## config.mk

```make
export PLATFORM = sky130hd
export DESIGN_NAME = uart_tx_fwft
export DESIGN_NICKNAME = d
export VERILOG_FILES = /design/src/rtl/uart_tx_fwft.sv
export SDC_FILE = /design/constraint.sdc
export NUM_CORES = 1
export LEC_CHECK = 0
export CAP_MARGIN = 5
export CORE_AREA = 4 4 83 85
export DETAILED_ROUTE_END_ITERATION = 6
export DIE_AREA = 0 0 87 89
export SYNTH_ARGS = -nofsm -noshare
export SYNTH_HDL_FRONTEND = slang
export SYNTH_SLANG_ARGS = --single-unit
export TNS_END_PERCENT = 50
```

## constraint.sdc

```tcl
create_clock -name clk -period 2.65 [get_ports clk]
set_input_delay 0.265 -clock clk [delete_from_list [all_inputs] [get_ports clk]]
set_output_delay 0.265 -clock clk [all_outputs]
set_load 0.03 [all_outputs]
```

## src/rtl/uart_tx_fwft.sv

```systemverilog
// UART transmit serializer popping words from a first-word-fall-through FIFO.
// Frame: start bit, BITS data bits LSB first, optional parity, STOP_BITS stop bits.
// When the FIFO still holds a word at the end of the last stop bit, the next
// frame starts on the following clock with no idle bit in between.
//
// Ports:
//   clk             system clock, rising edge
//   reset           asynchronous active-low reset (0 = in reset)
//   fifo_not_empty  FIFO output word valid
//   fifo_data       FIFO output word
//   fifo_shift_out  one-cycle pop strobe to the FIFO (combinational)
//   tx              serial line, idle high (registered)
//   busy            high while any frame bit is on tx (registered)
module uart_tx_fwft #(
  parameter int unsigned BITS         = 8,
  parameter int unsigned CLKS_PER_BIT = 217,
  parameter int unsigned PARITY       = 0,
  parameter int unsigned STOP_BITS    = 1
) (
  input  logic            clk,
  input  logic            reset,
  input  logic            fifo_not_empty,
  input  logic [BITS-1:0] fifo_data,
  output logic            fifo_shift_out,
  output logic            tx,
  output logic            busy
);

  localparam int unsigned BAUD_W = (CLKS_PER_BIT > 1) ? $clog2(CLKS_PER_BIT) : 1;
  // Shared index for data bits and stop bits; BITS >= 5 so it also covers STOP_BITS-1.
  localparam int unsigned IDX_W  = $clog2(BITS + 1);

  typedef enum logic [2:0] {
    S_IDLE,
    S_START,
    S_DATA,
    S_PARITY,
    S_STOP
  } state_e;

  state_e            state_q;
  logic [BAUD_W-1:0] baud_q;
  logic [IDX_W-1:0]  idx_q;
  logic [BITS-1:0]   shreg_q;
  logic              par_q;
  logic              tx_q;
  logic              busy_q;

  logic bit_end;
  logic last_data;
  logic last_stop;
  logic take;

  assign bit_end   = (baud_q == BAUD_W'(CLKS_PER_BIT - 1));
  assign last_data = (idx_q == IDX_W'(BITS - 1));
  assign last_stop = (idx_q == IDX_W'(STOP_BITS - 1));

  // Accept a word when idle, or exactly at the end of the final stop bit so
  // the next start bit follows without a gap. Gated by reset so no pop leaks
  // out while the block is held in reset.
  assign take = reset && fifo_not_empty &&
                ((state_q == S_IDLE) ||
                 ((state_q == S_STOP) && bit_end && last_stop));

  assign fifo_shift_out = take;
  assign tx             = tx_q;
  assign busy           = busy_q;

  // Frame sequencer; tx/busy are loaded with the value of the bit that starts
  // on this edge, so they change glitch-free exactly on bit boundaries.
  always_ff @(posedge clk or negedge reset) begin
    if (!reset) begin
      state_q <= S_IDLE;
      baud_q  <= '0;
      idx_q   <= '0;
      shreg_q <= '0;
      par_q   <= 1'b0;
      tx_q    <= 1'b1;
      busy_q  <= 1'b0;
    end else if (take) begin
      state_q <= S_START;
      baud_q  <= '0;
      idx_q   <= '0;
      shreg_q <= fifo_data;
      par_q   <= (PARITY == 1) ? ~^fifo_data : ^fifo_data;
      tx_q    <= 1'b0;
      busy_q  <= 1'b1;
    end else begin
      if (state_q != S_IDLE) begin
        baud_q <= bit_end ? '0 : baud_q + 1'b1;
      end
      if (bit_end) begin
        case (state_q)
          S_START: begin
            state_q <= S_DATA;
            idx_q   <= '0;
            tx_q    <= shreg_q[0];
          end
          S_DATA: begin
            shreg_q <= shreg_q >> 1;
            if (last_data) begin
              idx_q <= '0;
              if (PARITY != 0) begin
                state_q <= S_PARITY;
                tx_q    <= par_q;
              end else begin
                state_q <= S_STOP;
                tx_q    <= 1'b1;
              end
            end else begin
              idx_q <= idx_q + 1'b1;
              tx_q  <= shreg_q[1];
            end
          end
          S_PARITY: begin
            state_q <= S_STOP;
            idx_q   <= '0;
            tx_q    <= 1'b1;
          end
          S_STOP: begin
            // The no-gap restart is handled by the take branch above.
            if (last_stop) begin
              state_q <= S_IDLE;
              idx_q   <= '0;
              tx_q    <= 1'b1;
              busy_q  <= 1'b0;
            end else begin
              idx_q <= idx_q + 1'b1;
            end
          end
          default: ;
        endcase
      end
    end
  end

endmodule

```

==> impl_metrics.prom <==
# TYPE chip_impl_metric gauge
chip_impl_metric{name="filler_cells_inserted",unit=""} 655
chip_impl_metric{name="global_route.usage.total",unit=""} 0.0882
chip_impl_metric{name="slew_viol_final",unit=""} 0
chip_impl_metric{name="yosys.cell_types.count",unit=""} 46
chip_impl_metric{name="max_stage_delay",unit="ns"} 0.42
chip_impl_metric{name="core",unit="um^2"} 6200
chip_impl_info{name="synth_top_family_by_area",value="simple AND/OR/NAND/NOR gates"} 1
chip_impl_metric{name="drt-vias-per-instance",unit=""} 4.72
chip_impl_metric{name="worst-endpoint-required",unit="ns"} 2.38
chip_impl_metric{name="area_delta_synth_final",unit="%"} 17.9
chip_impl_metric{name="clk_path_buf_depth",unit=""} 2
chip_impl_metric{name="total_nets_after_synthesis",unit=""} 160
chip_impl_metric{name="power.density_cell_area",unit="nW/um^2"} 654
chip_impl_metric{name="place_inst",unit=""} 234
chip_impl_metric{name="die_height",unit="um"} 89
chip_impl_metric{name="cts-hold-fix-buffers",unit=""} 0
chip_impl_metric{name="fmax",unit="MHz"} 410
chip_impl_metric{name="drc",unit=""} 0
chip_impl_metric{name="pre_cts_slack",unit="ns"} 0.481
chip_impl_info{name="clk_root_buffer_cell",value="clkbuf_8"} 1
chip_impl_metric{name="detailed_place_hpwl",unit="mm"} 2.27
chip_impl_metric{name="period_utilization",unit=""} 0.920
chip_impl_metric{name="fp-row-count",unit=""} 29
chip_impl_metric{name="post_synth_mux_area_share",unit=""} 0.111
chip_impl_info{name="path_class",value="reg2out"} 1
chip_impl_info{name="most_frequent_standard_cell_in_the_layout_excluding_fill_and_tap_cells",value="dfrtp_1"} 1
chip_impl_metric{name="port_buffers",unit=""} 13
chip_impl_metric{name="grt_pass1_vias",unit=""} 1102
chip_impl_metric{name="setup_ws",unit="ns"} 0.212
chip_impl_metric{name="path_clk_slew",unit="ns"} 0.09
chip_impl_metric{name="postSynthCellCount",unit=""} 145
chip_impl_info{name="layout_common_cells",value="dfrtp_1, mux2_2, nor2_1, clkdlybuf4s50_1, nand2_1"} 1
chip_impl_metric{name="cp.buffers_inverters",unit=""} 3
chip_impl_metric{name="drt-wirelength-per-cell",unit="um"} 12.8
chip_impl_metric{name="antenna_violations_before_repair",unit=""} 0
chip_impl_metric{name="synth.yosys.seq_area_share",unit=""} 0.416
chip_impl_metric{name="critical_path_depth",unit=""} 7
chip_impl_info{name="crit_path_max_delay_cell_type",value="dfrtp_1"} 1
chip_impl_metric{name="period_needed",unit="ns"} 2.44
chip_impl_metric{name="drt_pre_antenna_iters",unit=""} 4
chip_impl_metric{name="area_fraction_in_compound_gates_after_synthesis",unit=""} 0.156
chip_impl_metric{name="vdd_drop_max",unit="mV"} 0.289
chip_impl_info{name="r2r_start",value="state_q[1]"} 1
chip_impl_metric{name="floorplan.die.width",unit="um"} 87
chip_impl_metric{name="num-nets-final",unit=""} 177
chip_impl_metric{name="number_of_setup_buffers_added_after_cts",unit=""} 0
chip_impl_metric{name="syn_avg_cell_area",unit="um^2"} 10.4
chip_impl_info{name="path_cells",value="inv_1, ha_1, or3b_4, o31ai_4, nand2_4, inv_1, buf_4"} 1
chip_impl_metric{name="clock_skew",unit="ns"} 0.00448
chip_impl_metric{name="ant_nets",unit=""} 0
chip_impl_metric{name="wire_length_of_the_first_global_routing_pass",unit="mm"} 5.44
chip_impl_metric{name="relSlewSlack",unit=""} 0.636
chip_impl_metric{name="ios",unit=""} 14
chip_impl_metric{name="layoutNonFillerInstCount",unit=""} 238
chip_impl_metric{name="start_util",unit=""} 0.243
chip_impl_metric{name="clock_tree.htree_level_count",unit=""} 1
chip_impl_metric{name="setup-violations-final",unit=""} 0
chip_impl_metric{name="postSynthRegisterBits",unit=""} 25
chip_impl_info{name="critPathTopFamily",value="simple AND/OR/NAND/NOR gates"} 1
chip_impl_metric{name="r2r.worst_path.cells",unit=""} 4
chip_impl_info{name="grt_setup_unrepaired",value="no"} 1
chip_impl_metric{name="drive_above_1_share",unit=""} 0.224
chip_impl_metric{name="multiInputGateArea",unit="um^2"} 840
chip_impl_metric{name="total_leakage_power",unit="nW"} 0.747
chip_impl_metric{name="post_synth_xor_area_fraction",unit=""} 0.0407
chip_impl_metric{name="worstMarginPinSlew",unit="ns"} 0.546
chip_impl_metric{name="setup_tns_after_final_layout",unit="ns"} 0
chip_impl_metric{name="num_vias",unit=""} 1124
chip_impl_metric{name="place_congestion",unit=""} 0.810
chip_impl_metric{name="num_cts_buffers",unit=""} 3
chip_impl_metric{name="design.die.area",unit="um^2"} 7740
chip_impl_metric{name="clock_sink_count",unit=""} 25
chip_impl_info{name="synth_top_cells_by_area",value="dfrtp_1, mux2_2, ha_1"} 1
chip_impl_metric{name="dr.first_iter.drc_count",unit=""} 38
chip_impl_info{name="tritoncts",value="yes"} 1
chip_impl_metric{name="maximum_fanout_count_along_the_critical_path",unit=""} 8
chip_impl_metric{name="hold_slack",unit="ns"} 0.440
chip_impl_info{name="critical_path.most_common_cell",value="inv_1"} 1
chip_impl_metric{name="ys_warn_count",unit=""} 0
chip_impl_metric{name="synth_area",unit="um^2"} 1510
chip_impl_info{name="synth.largest_area_cell",value="dfrtp_1"} 1
chip_impl_metric{name="total_wire_length_after_detailed_routing",unit="mm"} 3.05
chip_impl_metric{name="gr-total-overflow",unit=""} 0
chip_impl_metric{name="total_power",unit="W"} 0.00116
chip_impl_info{name="min-delay-path-class",value="in2async"} 1
chip_impl_metric{name="cts.repair.resized",unit=""} 0
chip_impl_metric{name="yosys.area_share.adder",unit=""} 0.0332
chip_impl_metric{name="timing.max_cap.violations",unit=""} 0
chip_impl_metric{name="regArea",unit="um^2"} 627
chip_impl_info{name="timing.critical_path.from_type",value="register"} 1
chip_impl_metric{name="n_antenna_cell",unit=""} 0
chip_impl_metric{name="arrival",unit="ns"} 2.17
chip_impl_metric{name="clock_latency",unit="ns"} 0.27
chip_impl_info{name="run_status",value="complete, no violations"} 1
chip_impl_metric{name="synth.top_cell.area_share",unit=""} 0.398
chip_impl_info{name="startpoint",value="idx_q[0]"} 1
chip_impl_info{name="timing.critical_path.to_type",value="primary output"} 1
chip_impl_metric{name="report.final.hold_viol_count",unit=""} 0
chip_impl_metric{name="yosys.area_share.simple",unit=""} 0.216
chip_impl_metric{name="grt_start_max_net_pins",unit=""} 28
[Yosys cell counts (all sizes together)]
cell type and number:
a211o 2, a21o 1, o31ai 3, buf 3, nand4 2, and3 2, a22o 1, a211oi 1
nand3 6, inv 7, a21bo 1, a31o 1, xor2 4, a2111o 2, nand4b 2, nor2 13
ha 4, nand3b 2, dfrtp 24, o22ai 1, nor2b 2, xnor2 3, mux2 14, a221oi 1
a21oi 7, mux2i 1, o2111ai 1, and4bb 1, or3b 2, o21bai 1, dfstp 1, or2 1
a2111oi 1, nand2b 2, o21ba 1, o21ai 6, nand2 10, nor3 5, nor3b 3
[flip-flops by register name, summed over array words and instances (netlist names)]
register / flops
busy: 1
idx_q: 4
shreg_q: 8
tx: 1
state_q: 3
baud_q: 8
[logic make-up (layout without fill, tap and decap cells)]
logic type	Yosys count	after routing
AOI/OAI and AO/OA	31	31
xor gates and xnor gates	7	7
adders and majority gates	4	4
buffers and inverters	10	26
DFF	25	25
muxes	15	15
and+or+nand+nor	53	53
[per-layer routing]
metal | part of all wire | track usage
met5 | 0 | 0
met4 | 0.0082 | 0.0255
met3 | 0.035 | 0.0230
met2 | 0.45 | 0.133
met1 | 0.51 | 0.124
[final timing paths]
kind                                   to  slack, ns
setup / recovery           fifo_shift_out       0.21
max in group asynchronous              tx       1.91
hold reg to reg                 baud_q[0]       0.56
min in group clk                baud_q[0]       0.56
hold / removal                  baud_q[6]       0.44
setup reg to reg               shreg_q[3]       0.53
[report_power, final]
group | total, W | switching [W] | internal (W)
Sequential | 0.000599 | 0.000108 | 0.000492
Combinational | 0.000329 | 0.000140 | 0.000188
Clock | 0.000235 | 0.000130 | 0.000105
[through the flow]
step                      area (um^2)   util
after floorplan                  1510      -
after global placement           1730  0.279
after detailed placement         1730  0.279
after CTS                        1780  0.287
after global routing             1780  0.287
final                            1780  0.287
[cell type report]
class / count / share of cell area
inverter: 7 / 0.0148
timing repair buffer: 15 / 0.0802
sequential: 25 / 0.353
clock inverter: 1 / 0.00281
tap: 77 / 0.0542
multi-input combinational: 110 / 0.472
clock buffer: 3 / 0.0232
Power figures use the tool's default switching activity.
